**src/rtl/icache_req_arb_pkg.sv**
```systemverilog
// icache_req_arb_pkg: shared definitions for the icache request arbiter.
//   FETCH / MAINT : requester ids carried through the outstanding queue
//   ENTRY_W       : width of one outstanding-queue entry {id, kill}
//   state_t       : arbiter states (IDLE = nothing held, HOLD = request presented, awaiting c_addr_ok)
//   ot_entry_t    : outstanding-queue entry layout
package icache_req_arb_pkg;

    localparam logic FETCH = 1'b0;
    localparam logic MAINT = 1'b1;

    typedef enum logic {IDLE, HOLD} state_t;

    typedef struct packed {
        logic id;
        logic kill;
    } ot_entry_t;

    localparam int ENTRY_W = $bits(ot_entry_t);

endpackage

```
**src/rtl/icache_ot_fifo.sv**
```systemverilog
// icache_ot_fifo: in-order queue of accepted cache requests awaiting their data.
//   clk, rst     : clock, asynchronous active-high reset (empties queue, clears kill bits)
//   push         : append {push_id, push_kill}; ignored when full
//   pop          : drop head entry; ignored when empty
//   flush_fetch  : set kill on every stored fetch entry
//   head_id/kill : fields of the oldest entry
//   count        : number of stored entries (0..DEPTH)
//   empty, full  : queue status
module icache_ot_fifo
    import icache_req_arb_pkg::*;
#(
    parameter int DEPTH = 4
) (
    input  logic                     clk,
    input  logic                     rst,
    input  logic                     push,
    input  logic                     push_id,
    input  logic                     push_kill,
    input  logic                     pop,
    input  logic                     flush_fetch,
    output logic                     head_id,
    output logic                     head_kill,
    output logic [$clog2(DEPTH):0]   count,
    output logic                     empty,
    output logic                     full
);
    localparam int AW = $clog2(DEPTH);

    ot_entry_t            mem [DEPTH];
    logic [AW-1:0]        wptr;
    logic [AW-1:0]        rptr;
    logic [ENTRY_W-1:0]   wr_entry;
    logic                 do_push;
    logic                 do_pop;

    assign empty     = (count == '0);
    assign full      = (count == (AW+1)'(DEPTH));
    assign do_push   = push & ~full;
    assign do_pop    = pop & ~empty;
    assign wr_entry  = {push_id, push_kill};
    assign head_id   = mem[rptr].id;
    assign head_kill = mem[rptr].kill;

    always_ff @(posedge clk or posedge rst) begin
        if (rst) begin
            for (int i = 0; i < DEPTH; i++) mem[i] <= '0;
            wptr  <= '0;
            rptr  <= '0;
            count <= '0;
        end else begin
            // Kill marking runs first so a same-cycle push writes its own kill value last.
            for (int i = 0; i < DEPTH; i++)
                if (flush_fetch && mem[i].id == FETCH) mem[i].kill <= 1'b1;
            if (do_push) begin
                mem[wptr] <= ot_entry_t'(wr_entry);
                wptr      <= wptr + 1'b1;
            end
            if (do_pop) rptr <= rptr + 1'b1;
            count <= count + (AW+1)'(do_push) - (AW+1)'(do_pop);
        end
    end

endmodule

```
**src/rtl/icache_req_arb.sv**
```systemverilog
// icache_req_arb: arbitrates fetch and maintenance read requests onto one icache port
// and routes in-order responses back, dropping fetch responses killed by flush_IF.
//   clk, rst                       : clock, asynchronous active-high reset
//   flush_IF                       : fetch redirect; kills fetch responses not yet returned
//   f_valid/f_addr/f_uncached      : fetch request; f_addr_ok accept, f_data_ok/f_rdata response
//   m_valid/m_addr/m_uncached      : maintenance request; m_addr_ok accept, m_data_ok/m_rdata response
//   c_valid/c_addr/c_uncached      : request to cache; c_addr_ok accept, c_data_ok/c_rdata response
//   ot_cnt                         : number of accepted requests still awaiting data
// Build option: define ICACHE_ARB_RR_EN for round-robin grant; otherwise maintenance has
// fixed priority over fetch.
module icache_req_arb
    import icache_req_arb_pkg::*;
#(
    parameter int DATA_W   = 128,
    parameter int OT_DEPTH = 4
) (
    input  logic                      clk,
    input  logic                      rst,
    input  logic                      flush_IF,
    input  logic                      f_valid,
    input  logic [31:0]               f_addr,
    input  logic                      f_uncached,
    output logic                      f_addr_ok,
    output logic                      f_data_ok,
    output logic [DATA_W-1:0]         f_rdata,
    input  logic                      m_valid,
    input  logic [31:0]               m_addr,
    input  logic                      m_uncached,
    output logic                      m_addr_ok,
    output logic                      m_data_ok,
    output logic [DATA_W-1:0]         m_rdata,
    output logic                      c_valid,
    output logic [31:0]               c_addr,
    output logic                      c_uncached,
    input  logic                      c_addr_ok,
    input  logic                      c_data_ok,
    input  logic [DATA_W-1:0]         c_rdata,
    output logic [$clog2(OT_DEPTH):0] ot_cnt
);
    state_t      state;
    logic        gnt_id;
    logic        sel_id;
    logic        any_req;
    logic        accept;
    logic        push_kill;
    logic        full;
    logic        empty;
    logic        head_id;
    logic        head_kill;
    logic        head_ok;
    logic        hold_id;
    logic        hold_unc;
    logic        hold_kill;
    logic [31:0] hold_addr;

`ifdef ICACHE_ARB_RR_EN
    // last_id remembers the most recently accepted requester; the other one wins a tie.
    logic last_id;
    assign gnt_id = (last_id == FETCH) ? (m_valid ? MAINT : FETCH) : (f_valid ? FETCH : MAINT);
`else
    assign gnt_id = m_valid ? MAINT : FETCH;
`endif

    assign any_req    = f_valid | m_valid;
    assign sel_id     = (state == HOLD) ? hold_id : gnt_id;
    // Full is the registered count, so a same-cycle pop never opens a slot early.
    assign c_valid    = ~rst & ~full & ((state == HOLD) | any_req);
    assign c_addr     = (state == HOLD) ? hold_addr : ((gnt_id == MAINT) ? m_addr : f_addr);
    assign c_uncached = (state == HOLD) ? hold_unc : ((gnt_id == MAINT) ? m_uncached : f_uncached);
    assign accept     = c_valid & c_addr_ok;
    assign f_addr_ok  = accept & (sel_id == FETCH);
    assign m_addr_ok  = accept & (sel_id == MAINT);
    // A fetch is dead if a redirect arrived while it waited for c_addr_ok or as it is accepted.
    assign push_kill  = (sel_id == FETCH) & (flush_IF | ((state == HOLD) & hold_kill));
    assign head_ok    = ~rst & c_data_ok & ~empty & ~head_kill;
    assign f_data_ok  = head_ok & (head_id == FETCH);
    assign m_data_ok  = head_ok & (head_id == MAINT);
    assign f_rdata    = rst ? '0 : c_rdata;
    assign m_rdata    = rst ? '0 : c_rdata;

    always_ff @(posedge clk or posedge rst) begin
        if (rst) begin
            state     <= IDLE;
            hold_id   <= FETCH;
            hold_addr <= '0;
            hold_unc  <= 1'b0;
            hold_kill <= 1'b0;
`ifdef ICACHE_ARB_RR_EN
            last_id   <= FETCH;
`endif
        end else begin
            if (state == IDLE && c_valid && !c_addr_ok) begin
                state     <= HOLD;
                hold_id   <= gnt_id;
                hold_addr <= c_addr;
                hold_unc  <= c_uncached;
                hold_kill <= flush_IF;
            end else if (state == HOLD) begin
                hold_kill <= hold_kill | flush_IF;
                if (accept) state <= IDLE;
            end
`ifdef ICACHE_ARB_RR_EN
            if (accept) last_id <= sel_id;
`endif
        end
    end

    icache_ot_fifo #(
        .DEPTH (OT_DEPTH)
    ) u_ot_fifo (
        .clk         (clk),
        .rst         (rst),
        .push        (accept),
        .push_id     (sel_id),
        .push_kill   (push_kill),
        .pop         (c_data_ok),
        .flush_fetch (flush_IF),
        .head_id     (head_id),
        .head_kill   (head_kill),
        .count       (ot_cnt),
        .empty       (empty),
        .full        (full)
    );

endmodule

```
**config.mk**
```make
export PLATFORM = sky130hd
export DESIGN_NAME = icache_req_arb
export DESIGN_NICKNAME = d
export VERILOG_FILES = /design/src/rtl/icache_req_arb_pkg.sv /design/src/rtl/icache_ot_fifo.sv /design/src/rtl/icache_req_arb.sv
export SDC_FILE = /design/constraint.sdc
export NUM_CORES = 1
export LEC_CHECK = 0
export CAP_MARGIN = 30
export CORE_AREA = 2 2 196 198
export DETAILED_ROUTE_END_ITERATION = 10
export DIE_AREA = 0 0 198 200
export GPL_TIMING_DRIVEN = 0
export SKIP_CTS_REPAIR_TIMING = 1
export SLEW_MARGIN = 20
export SYNTH_ARGS = -nofsm -noshare
export SYNTH_HDL_FRONTEND = slang
export SYNTH_SLANG_ARGS = --single-unit
```
**constraint.sdc**
```tcl
create_clock -name clk -period 2.1 [get_ports clk]
set_clock_uncertainty 0.1 [all_clocks]
set_input_delay 0.315 -clock clk [delete_from_list [all_inputs] [get_ports clk]]
set_output_delay 0.315 -clock clk [all_outputs]
set_load 0.01 [all_outputs]
```
Word level (Yosys, flattened, before mapping)
Index checks and enable logic that the tools add are counted.
- eq/ne operators: 1
- bitwise logic cells: 31
- reductions and logical operators: 10
- magnitude comparators: 3
- mux-type cells: 23
- add/subtract/negate cells: 4
- operator list (kind ; count):
    128-bit 2-to-1 mux ; 1
    32-bit 2-to-1 mux ; 2
    1-bit AND ; 14
    1-bit 2-to-1 mux ; 13
    1-bit NOT ; 11
    8-bit bitwise mux ; 1
    1-bit logical AND ; 7
    7-bit 2-to-1 mux ; 1
    3-bit >= comparator, second input constant ; 2
    2-bit 2-to-1 mux ; 3
    2-bit NOT with 3-bit output ; 2
    2-bit by 1-bit adder with 2-bit output, second input constant ; 2
    2-bit binary-select mux with 2-bit select ; 1
    2-bit demux with 2-bit select ; 1
    1-bit bitwise OR ; 4
    3-bit by 1-bit adder with 3-bit output ; 1
    3-bit equality test, second input constant ; 1
    3-bit logical NOT ; 1
    3-bit by 1-bit less-than comparator with 1-bit output, second input constant ; 1
    3-bit by 1-bit subtractor with 3-bit output ; 1
    2-bit nonzero test ; 1
    1-bit logical NOT ; 1
- output and inout bits: 297
- register bits after elaboration: 51
- bits of input ports: 201
- word-level logic and storage cells: 88

Depth between registers and ports, before layout
Gate-level depths: netlist (run 1).
- depth after elaboration: 8
- depth in mapped cells: 8
- gate-level depth less buffers: 8

Modules after synthesis
A second synthesis (run 1) with hierarchy kept.
- cells, all modules: 536
- area, all modules: 4939.7 um^2
- by module, submodules not included (module ; instances ; area an instance (um^2) ; cells an instance ; sequential area each (um^2)):
    icache_req_arb ; 1 ; 4147.7 ; 470 ; 900.9
    icache_ot_fifo ; 1 ; 792.0 ; 66 ; 375.4

Least setup slack after synthesis (run 1)
Ideal clock, no wire load.
- path kind: register to register
- start: register u_ot_fifo.count[1]
- end: register u_ot_fifo.count[2]
- library setup time: 0.126 ns
- clock period less this slack: 2.384 ns
- setup slack: -0.284 ns
- arrival time: 2.158 ns
- data required time: 1.874 ns
- buffers on the path: 0
- cell stages (with the launch flop): 9
- path through: dfrtp_1 -> o31ai_1 -> inv_1 -> ha_1 -> inv_1 -> ha_1 -> fa_1 -> xor2_1 -> xnor2_1
- elaborated cells between the ends (all ways): 11
- classes of those cells: add/sub (2); eq/ne (1); bitwise (7); reduce/logical (1)
- RTL lines (item ; line ; source):
    from (decl) ; icache_ot_fifo.sv:23 ; output logic [$clog2(DEPTH):0] count,
    from (signal assigned) ; icache_ot_fifo.sv:59 ; count <= count + (AW+1)'(do_push) - (AW+1)'(do_pop);
    3-bit logical NOT ; icache_ot_fifo.sv:36 ; assign empty = (count == '0);
    1-bit NOT ; icache_ot_fifo.sv:39 ; assign do_pop = pop & ~empty;
    1-bit AND ; icache_ot_fifo.sv:39 ;
    net u_ot_fifo.do_pop ; icache_ot_fifo.sv:34 ; logic do_pop;
    3-bit by 1-bit subtractor with 3-bit output ; icache_ot_fifo.sv:59 ;
The timed path passes the listed nets, and every way through them passes these cells.
A chain may end at the register's enable or synchronous reset.

Worst setup path in the final report (run 1)
- start: register u_ot_fifo.count[1]
- end: register u_ot_fifo.count[2]
- longest elaborated chain between the ends: 8
- elaborated cells between the ends (all ways): 11
- classes of those cells: add/sub (2); eq/ne (1); bitwise (7); reduce/logical (1)
- ends and longest elaborated chain (item ; line ; source):
    3-bit equality test * ; icache_ot_fifo.sv:37 ; assign full = (count == (AW+1)'(DEPTH));
    1-bit NOT * ; icache_ot_fifo.sv:38, icache_req_arb.sv:67 ;
    1-bit AND (2 in a row) ; icache_req_arb.sv:67 ; assign c_valid = ~rst & ~full & ((state == HOLD) | any_req);
    1-bit AND ; icache_req_arb.sv:70 ; assign accept = c_valid & c_addr_ok;
    1-bit AND * ; icache_ot_fifo.sv:38 ; assign do_push = push & ~full;
    net u_ot_fifo.do_push ; icache_ot_fifo.sv:33 ; logic do_push;
    3-bit by 1-bit adder with 3-bit output * ; icache_ot_fifo.sv:59 ;
    3-bit by 1-bit subtractor with 3-bit output * ; icache_ot_fifo.sv:59 ;
Mark *: on every way through the listed nets, which the timed path passes. The rest lies on a longest branch.

==> results of run 1 <==
==> final timing paths <==
path | startpoint | endpoint | slack (ns) | cells past startpoint
max in group asynchronous | rst | hold_unc$_DFFE_PP0P_ | 0.92 | 5
setup reg to reg | u_ot_fifo.count[1]$_DFF_PP0_ | u_ot_fifo.count[2]$_DFF_PP0_ | -0.18 | 8
min in group asynchronous | rst | u_ot_fifo.mem[7]$_DFFE_PP0P_ | 0.43 | 4
setup / recovery | u_ot_fifo.count[1]$_DFF_PP0_ | u_ot_fifo.count[2]$_DFF_PP0_ | -0.18 | 8
hold / removal | c_addr_ok | hold_kill$_DFFE_PP0P_ | 0.34 | 3
hold reg to reg | hold_addr[12]$_DFFE_PP0P_ | hold_addr[12]$_DFFE_PP0P_ | 0.41 | 1
==> final cells by class <==
cell class / count / area (um2)
flip-flops and latches: 51 / 1280
repair buffers: 521 / 5420
inverters: 16 / 67.6
fillers: 3834 / 25400
plain buffers: 159 / 1280
clock inverters: 2 / 60.1
multi-input cells: 315 / 3140
clock buffers: 6 / 129
well taps: 511 / 639
diodes: 1 / 2.50
==> sequential cells by signal (all words and copies together), names as in the netlist, named ones only <==
register / cells
u_ot_fifo.count: 3
hold_addr: 32
u_ot_fifo.wptr: 2
hold_kill: 1
hold_id: 1
u_ot_fifo.rptr: 2
u_ot_fifo.mem: 8
hold_unc: 1
==> report_power, final <==
part	internal (W)	switching (W)
Combinational	0.00264	0.00175
Clock	0.000685	0.000391
Sequential	0.00147	0.000319
==> layout by cell type, fill, tap and decap left out, drive strengths merged, types with 2 or more instances in the layout <==
master / n
a21oi: 4
ha: 6
mux2: 50
inv: 14
buf: 195
dlymetal6s2s: 111
nor2: 4
clkbuf: 11
o21ai: 28
o31ai: 2
xnor2: 4
dfrtp: 51
clkinvlp: 2
mux4: 2
clkdlybuf4s50: 369
mux2i: 31
nor2b: 128
nor4: 9
or2: 2
nand2: 33
bufinv: 2
==> layer usage <==
metal	wire length, um	vias up
li1	-	2693
met1	10400	2572
met3	1720	15
met2	13100	237
met4	334	2
met5	13	-
==> cells in the mapped netlist, drive strengths merged <==
cell and instances:
mux2i 31, nor4b 1, dfrtp 51, clkbuf 23
ha 6, o31a 1, nor2b 128, mux2 50
o31ai 2, and2 1, or3b 1, o41ai 1
a21o 1, inv 15, nor4 9, nor3b 1
nor2 4, xnor2 4, o21ai 28, clkinv 1
mux4 2, nor3 1, or2 2, o41a 1
xor2 1, buf 136, a211oi 1, fa 1
a21oi 4, nand2 33
==> logic make-up after synthesis <==
kind of cell             Yosys count
flip-flops                        51
adder cells (fa/ha/maj)            7
AND/OR/NAND/NOR                  181
multiplexers                      83
buffers and inverters            175
AO/OA/AOI/OAI                     39
XOR/XNOR                           5
==> critical path: cells and delay by family, from the launching register on <==
| family | cells | cell delay [ns] |
|---|---|---|
| adders and majority gates | 2 | 0.51 |
| DFF | 1 | 0.46 |
| and+or+nand+nor | 2 | 0.45 |
| buffers and inverters | 2 | 0.36 |
| xor gates and xnor gates | 2 | 0.28 |
==> metrics by stage <==
step | util (%) | hold slack [ns]
6_report | 32.1 | 0.342
5_1_grt | 32.1 | 0.355
4_1_cts | 28.7 | 0.340
3_5_place_dp | 28.2 | 0.392
3_3_place_gp | 28.1 | 0.390
2_1_floorplan | - | 0.369
==> impl.org, run 1 <==
** Global routing
- Most congested layer reported by global routing :: met2
- After global routing the overflow that remains totals 0.
- For this run, global-route usage on met1 was measured as 14.1%.
- Total global-route track usage :: 11.1%
- Number of global-route vias before repair :: between 5,000 and 6,000
- Entering global routing, the biggest net connects 27 pins.
- Antenna violations before repair :: 2
- For this run, global-route usage on met2 was measured as 19.8%.
- The first global-routing pass estimated ~33 mm of wire.
- Met3 Track Usage GR :: 2.47%

** Outcome
- Failing checks :: negative setup slack
- Run status :: finished, violations left

** Timing
- The worst path uses 109% of the clock period.
- Derived from the worst setup path, the maximum achievable clock frequency is ~440 MHz.
- Final setup viols :: 5
- After layout, the worst setup slack is -0.184 ns.
- For the finished layout, the period the worst path requires is 2.28 ns.
- For the pin with the worst max-slew slack, the measured transition is 0.645 ns.
- Setup repair after global routing could not meet its margin everywhere.
- Worst-case headroom to the max-slew limit :: 56.9%
- Max Slew Vio Count :: 0
- The number of endpoints with negative hold slack in the final report was 0.
- Setup TNS Final :: -0.284 ns

** Die
- between 400 and 500 I/O pins were placed.
- Standard-cell row count :: just over 70
- The floorplan step defined a die boundary enclosing between 30,000 and 40,000 um2.
- Once the floorplan was initialized, standard cells occupied 13.2% of the core.
- The floorplan step defined a core boundary enclosing 37,400 um2.
- Die span in x :: 198 um
- The die is 200 um tall.

** Worst setup path
- Worst Setup Start Kind :: register
- Required arrival time at the worst endpoint :: about 2.2 ns
- Master of the slowest instance on the critical path :: sky130_fd_sc_hd__dfrtp_2
- Cell breakdown of the critical path :: nor3b_4 -> buf_4 -> nor4_4 -> buf_4 -> ha_4 -> fa_2 -> xor2_2 -> xnor2_1
- Cell repeated most along the worst path :: sky130_fd_sc_hd__buf_4
- In this run the worst path has a maximum fanout of 6.
- Peak per-stage delay on the critical path :: 0.46 ns
- The worst setup path is of the register to register kind.
- Element type at the critical path end :: register
- Data arrives at the worst endpoint at between 2 and 2.5 ns.

** Detailed routing
- Post-DRT Antenna Nets :: 0
- The first detailed-routing pass ran for 4 iterations.
- Detailed routing inserted a total of 5,519 vias.
- Summed over all layers, the routed wires come to roughly 26 mm.
- After detailed routing, the number of vias per cell comes to 3.49.
- After detailed routing, the average wire length per cell comes to 16.2 um.
- After detailed routing, the number of remaining DRC violations is 0.
- Initial DRC count :: 132

** Synthesis
- Per-instance average area after synthesis :: 9.09 um2
- Parity-gate share of the synthesized area counting xor and xnor cells :: 0.890%
- For this run, the register share of the synthesized area comes to approximately 26%.
- Mapped Nets :: 749
- Top cells by area in the synthesized netlist :: sky130_fd_sc_hd__dfrtp_1, sky130_fd_sc_hd__buf_4, sky130_fd_sc_hd__nor2b_1
- Compound-gate portion of the synthesized area :: 4.45%
- Combinational family with the most area after synthesis :: buffers and inverters
- Mux cell area share after synthesis :: 21.0%
- Number of library cell types mapped by synthesis :: 37
- The largest total area in the synthesized netlist belongs to sky130_fd_sc_hd__dfrtp_1.
- During synthesis, Yosys emitted a total of 0 warnings.
- Cell area after synthesis :: 4920 um2
- Fraction of post-synthesis cell area in the top cell type by area :: 25.9%
- Of the total synthesized cell area, the portion taken by full adders, half adders and majority gates is around 1.9%.
- Synth Area in Simple Gates :: between 20% and 30%
- #FFs+latches synth :: 51
- After technology mapping, the gate count stands at 541.

** Power
- The worst-case IR drop observed on VDD is 442 uV.
- The completed layout was analyzed and its total power is 0.00726 W.
- Power per Cell Area :: 604 nW/um2
- P_leak :: 6.37 nW

** Placement
- The congestion estimate from routability-driven global placement came to 0.740.
- Once placement completed, the tool counted placed cells totaling 1,547.
- In this run the cell area measured after placement is around 11,000 um2.
- Detailed placement ended at an HPWL of 21.1 mm.
- Pre-CTS worst setup slack :: -1.08 ns
- In this run the tool buffered the top-level ports with 494 buffer cells.

** Clock tree
- H-tree Lvls :: 2
- CTS saw about 50 sinks.
- Clock buffers created by TritonCTS :: 5
- TritonCTS built the clock tree.
- No sink is reached through more buffers than the 2 on the longest clock path.
- At the later pin of the worst-skew pair, clock insertion delay measures between 0.2 and 0.3 ns.
- Root Buffer Master :: sky130_fd_sc_hd__clkbuf_16
- CTS clk-pin slew, worst paths :: 0.07 ns

** Cells and area
- Fraction of layout instances using a drive strength above 1 :: 38.0%
- The area growth from synthesis to layout is 144%.
- Final cell count without fillers :: approximately 1,600
- Total number of nets in the final design :: roughly 1,300
- Finished Cell Area :: 12,000 um2

** Hold path
- Worst hold path class :: input port to register

** Run
- Number of max-cap violations :: 0
No activity file was read; power rests on OpenSTA's default activity.
==> run 2: changes to the inputs <==
GPL_TIMING_DRIVEN = unset   (was 0)
SKIP_CTS_REPAIR_TIMING = unset   (was 1)
TNS_END_PERCENT = 30   (was unset)
==> impl.org, run 2 (same netlist as run 1, synthesis figures left out) <==
** Timing
- The number of pins with negative max-slew slack in the final report was 0.
- Worst-case headroom to the max-slew limit :: 62.8%
- Final setup viols :: 2
- The number of endpoints with negative hold slack in the final report is 0.
- At the pin with the least slew margin, the transition time is roughly 0.56 ns.
- Period minus WS final :: between 2 and 2.5 ns
- Final worst setup slack :: -0.0314 ns
- Static timing analysis puts the maximum clock frequency at 469 MHz.
- Final Cycle Share :: 101%
- Setup repair after global routing missed its margin :: yes
- Setup TNS Final :: -0.0366 ns
- On the final layout, the worst hold slack is around 0.38 ns.

** Power
- The analysis attributes to cell leakage a power of 4.52 nW.
- VDD sags by at most 345 uV.
- For this design the ratio of total power to cell area is around 670 nW/um2.

** Placement
- At the end of routability-driven placement, the weighted congestion stood at 0.728.
- Number of input and output port buffers inserted :: 497
- Detailed placer's ending HPWL :: between 15 and 20 mm
- Dpl cell area :: 10,200 um2

** Worst setup path
- Arrival @ worst endpoint :: around 2.2 ns
- Element type at the critical path end :: register
- Master of the slowest instance on the critical path :: sky130_fd_sc_hd__dfrtp_2
- Cell repeated most along the worst path :: sky130_fd_sc_hd__inv_1
- The signal on the critical path passes through o31ai_4 -> inv_1 -> ha_1 -> inv_1 -> ha_2 -> fa_2 -> xor2_1 -> xnor2_1.
- Counting both buffers and inverters, the worst setup path holds a total of 2.
- Worst R2R End :: u_ot_fifo.count[2]$_DFF_PP0_
- FF-to-FF Start :: u_ot_fifo.count[0]$_DFF_PP0_
- Required arrival time at the worst endpoint :: between 2 and 2.5 ns
- Of all nets on the critical path, the largest fanout is 4.
- R2R depth :: 8
- The worst setup path is launched from a register.
- By startpoint and endpoint, the worst setup path is classified as register to register.
- Broken down by cell family, the worst path's largest delay share belongs to adder cells.
- On the worst path, the slowest cell contributes a delay of 0.46 ns.
- Setup slack, reg-to-reg :: -0.03 ns

** Die
- Row generation in the floorplan step produced just over 70 rows.
- The floorplan step defined a die boundary enclosing 39,600 um2.
- Die Y :: ~200 um
- Core box area :: 37,400 um2
- For this configuration, the core starts out at a cell density of a little over an eighth.
- Measured along the x axis, the die boundary spans between 150 and 200 um.
- I/O pin count :: 498

** Cells and area
- Top Registers :: hold_addr (32), u_ot_fifo.mem (8), u_ot_fifo.count (3)
- Cells fill between 20% and 30% of the core in the end.
- Antenna diode count :: 0
- The net count of the finished layout is 1,192.
- From synthesis to final layout, the design area changed by 116%.
- The register with the most flip-flops in the layout has 32 of them.
- The library cell used most frequently in the layout, excluding fill and tap cells, is sky130_fd_sc_hd__clkdlybuf4s50_1.
- Layout filler cell count :: 3,914
- In the layout the commonest cells are sky130_fd_sc_hd__clkdlybuf4s50_1, sky130_fd_sc_hd__nor2b_1, sky130_fd_sc_hd__buf_4.
- In the final layout, the share of cells above drive strength 1 is 21.2%.
- Finished Cell Area :: 10,600 um2
- hold_addr holds more flip-flops than any other register.

** Global routing
- Antenna violations before repair :: 2
- First-pass GRT wire length :: 30.9 mm
- In the global route stage, overall resource usage came out at approximately 10%.
- Aggregate global routing overflow :: 0
- Largest net degree at the start of global routing :: 38
- Number of global-route vias before repair :: 5,017

** Detailed routing
- After detailed routing, the number of vias per cell comes to 3.42.
- For this run, design rule violations remaining after detail routing come to 0.
- In this run the remaining antenna-violating nets after routing total 0.
- After detailed routing, the total wire length is approximately 23 mm.
- Routed wire length per instance :: between 15 and 20 um
- Total iterations of the first detailed-routing run :: 5
- For this block, the via count after detailed routing is 5,115.
- Initial DRC count :: 134

** Clock tree
- Clock Path Buffers :: 2
- Clock buffers created by TritonCTS :: 5
- In this run, post-CTS hold repair placed 0 buffers.
- In this run the clock root is driven by a sky130_fd_sc_hd__clkbuf_16.
- TritonCTS built the clock tree.
- Clk sinks :: about 50
- The clock tree synthesis step divided the H-tree into 2 levels.
- Clock insertion delay at the later pin of the skew report :: around 0.3 ns
- CTS clk-pin slew, worst paths :: roughly 0.070 ns

** Hold path
- In this run the worst hold path is classified as input port to register.
- Hold-critical path endpoint :: hold_id$_DFFE_PP0P_
- The startpoint identified for the worst hold timing path is rst.
- Along the worst hold path, the cell count comes to 4.

** Run
- Across the run, the number of max-cap violations was 0.

** Outcome
- The final reports fail on negative setup slack.
- The run finished, with violations left.
==> run 2: worst register-to-register path, cell delays in order, from the launching register on <==
cell and delay [ns]:
sky130_fd_sc_hd__dfrtp_2 0.46, sky130_fd_sc_hd__o31ai_4 0.26, sky130_fd_sc_hd__inv_1 0.08, sky130_fd_sc_hd__ha_1 0.29, sky130_fd_sc_hd__inv_1 0.05, sky130_fd_sc_hd__ha_2 0.18
sky130_fd_sc_hd__fa_2 0.33, sky130_fd_sc_hd__xor2_1 0.16, sky130_fd_sc_hd__xnor2_1 0.12
==> run 2: metrics by stage <==
stage / power [W] / cells / setup slack (ns)
after floorplan: 0.00379 / 541 / -0.148
after global placement: 0.00609 / 1479 / -0.303
after detailed placement: 0.00612 / 1479 / -0.312
after CTS: 0.00710 / 1489 / -0.246
after global routing: 0.00764 / 1496 / -0.108
final: 0.00713 / 1496 / -0.0314
==> run 2: worst max-delay path by stage <==
| stage | startpoint | endpoint | slack [ns] | cells past startpoint |
|---|---|---|---|---|
| global placement | c_data_ok | u_ot_fifo.count[2]$_DFF_PP0_ | -0.30 | 9 |
| detailed placement | c_addr_ok | hold_addr[12]$_DFFE_PP0P_ | -0.31 | 6 |
| finish | u_ot_fifo.count[0]$_DFF_PP0_ | u_ot_fifo.count[2]$_DFF_PP0_ | -0.03 | 8 |
| floorplan | u_ot_fifo.count[1]$_DFF_PP0_ | u_ot_fifo.count[2]$_DFF_PP0_ | -0.15 | 6 |
| CTS | u_ot_fifo.count[1]$_DFF_PP0_ | u_ot_fifo.count[2]$_DFF_PP0_ | -0.25 | 8 |
| global route | u_ot_fifo.rptr[0]$_DFFE_PP0P_ | f_data_ok | -0.11 | 4 |
==> run 2: cell type report <==
| type | count | area (um2) | area share (%) |
|---|---|---|---|
| Inverter | 16 | 71.3 | 0.672 |
| Timing Repair Buffer | 595 | 5820 | 54.9 |
| Clock inverter | 2 | 38.8 | 0.366 |
| Multi-Input combinational cell | 315 | 2620 | 24.7 |
| Sequential cell | 51 | 1280 | 12.1 |
| Tap cell | 511 | 639 | 6.03 |
| Clock buffer | 6 | 139 | 1.31 |
==> run 2: routing by layer <==
metal  track usage, %  wire length (um)  part of all wire [%]  up-vias
li1                 -                 -                     -     2521
met1             13.2              9550                    41     2341
met2             17.9             11600                    50      238
met3             2.79              1750                   7.6       13
met4             1.48               161                  0.70        2
met5                0                12                 0.052        -
==> run 2: repair_timing <==
item / 4_1_cts / 5_1_grt
pin swaps: 0 / 10
buffers inserted: 2 / 6
resized for setup: 76 / 75
endpoints found under the setup margin: 84 / 93
cloned: 0 / 2
==> run 2: report_power, final <==
part           leakage (nW)  internal [W]  switching [W]
registers             0.603       0.00147       0.000335
logic                  3.83       0.00265        0.00169
clock network        0.0875      0.000600       0.000389
total                  4.52       0.00472        0.00241
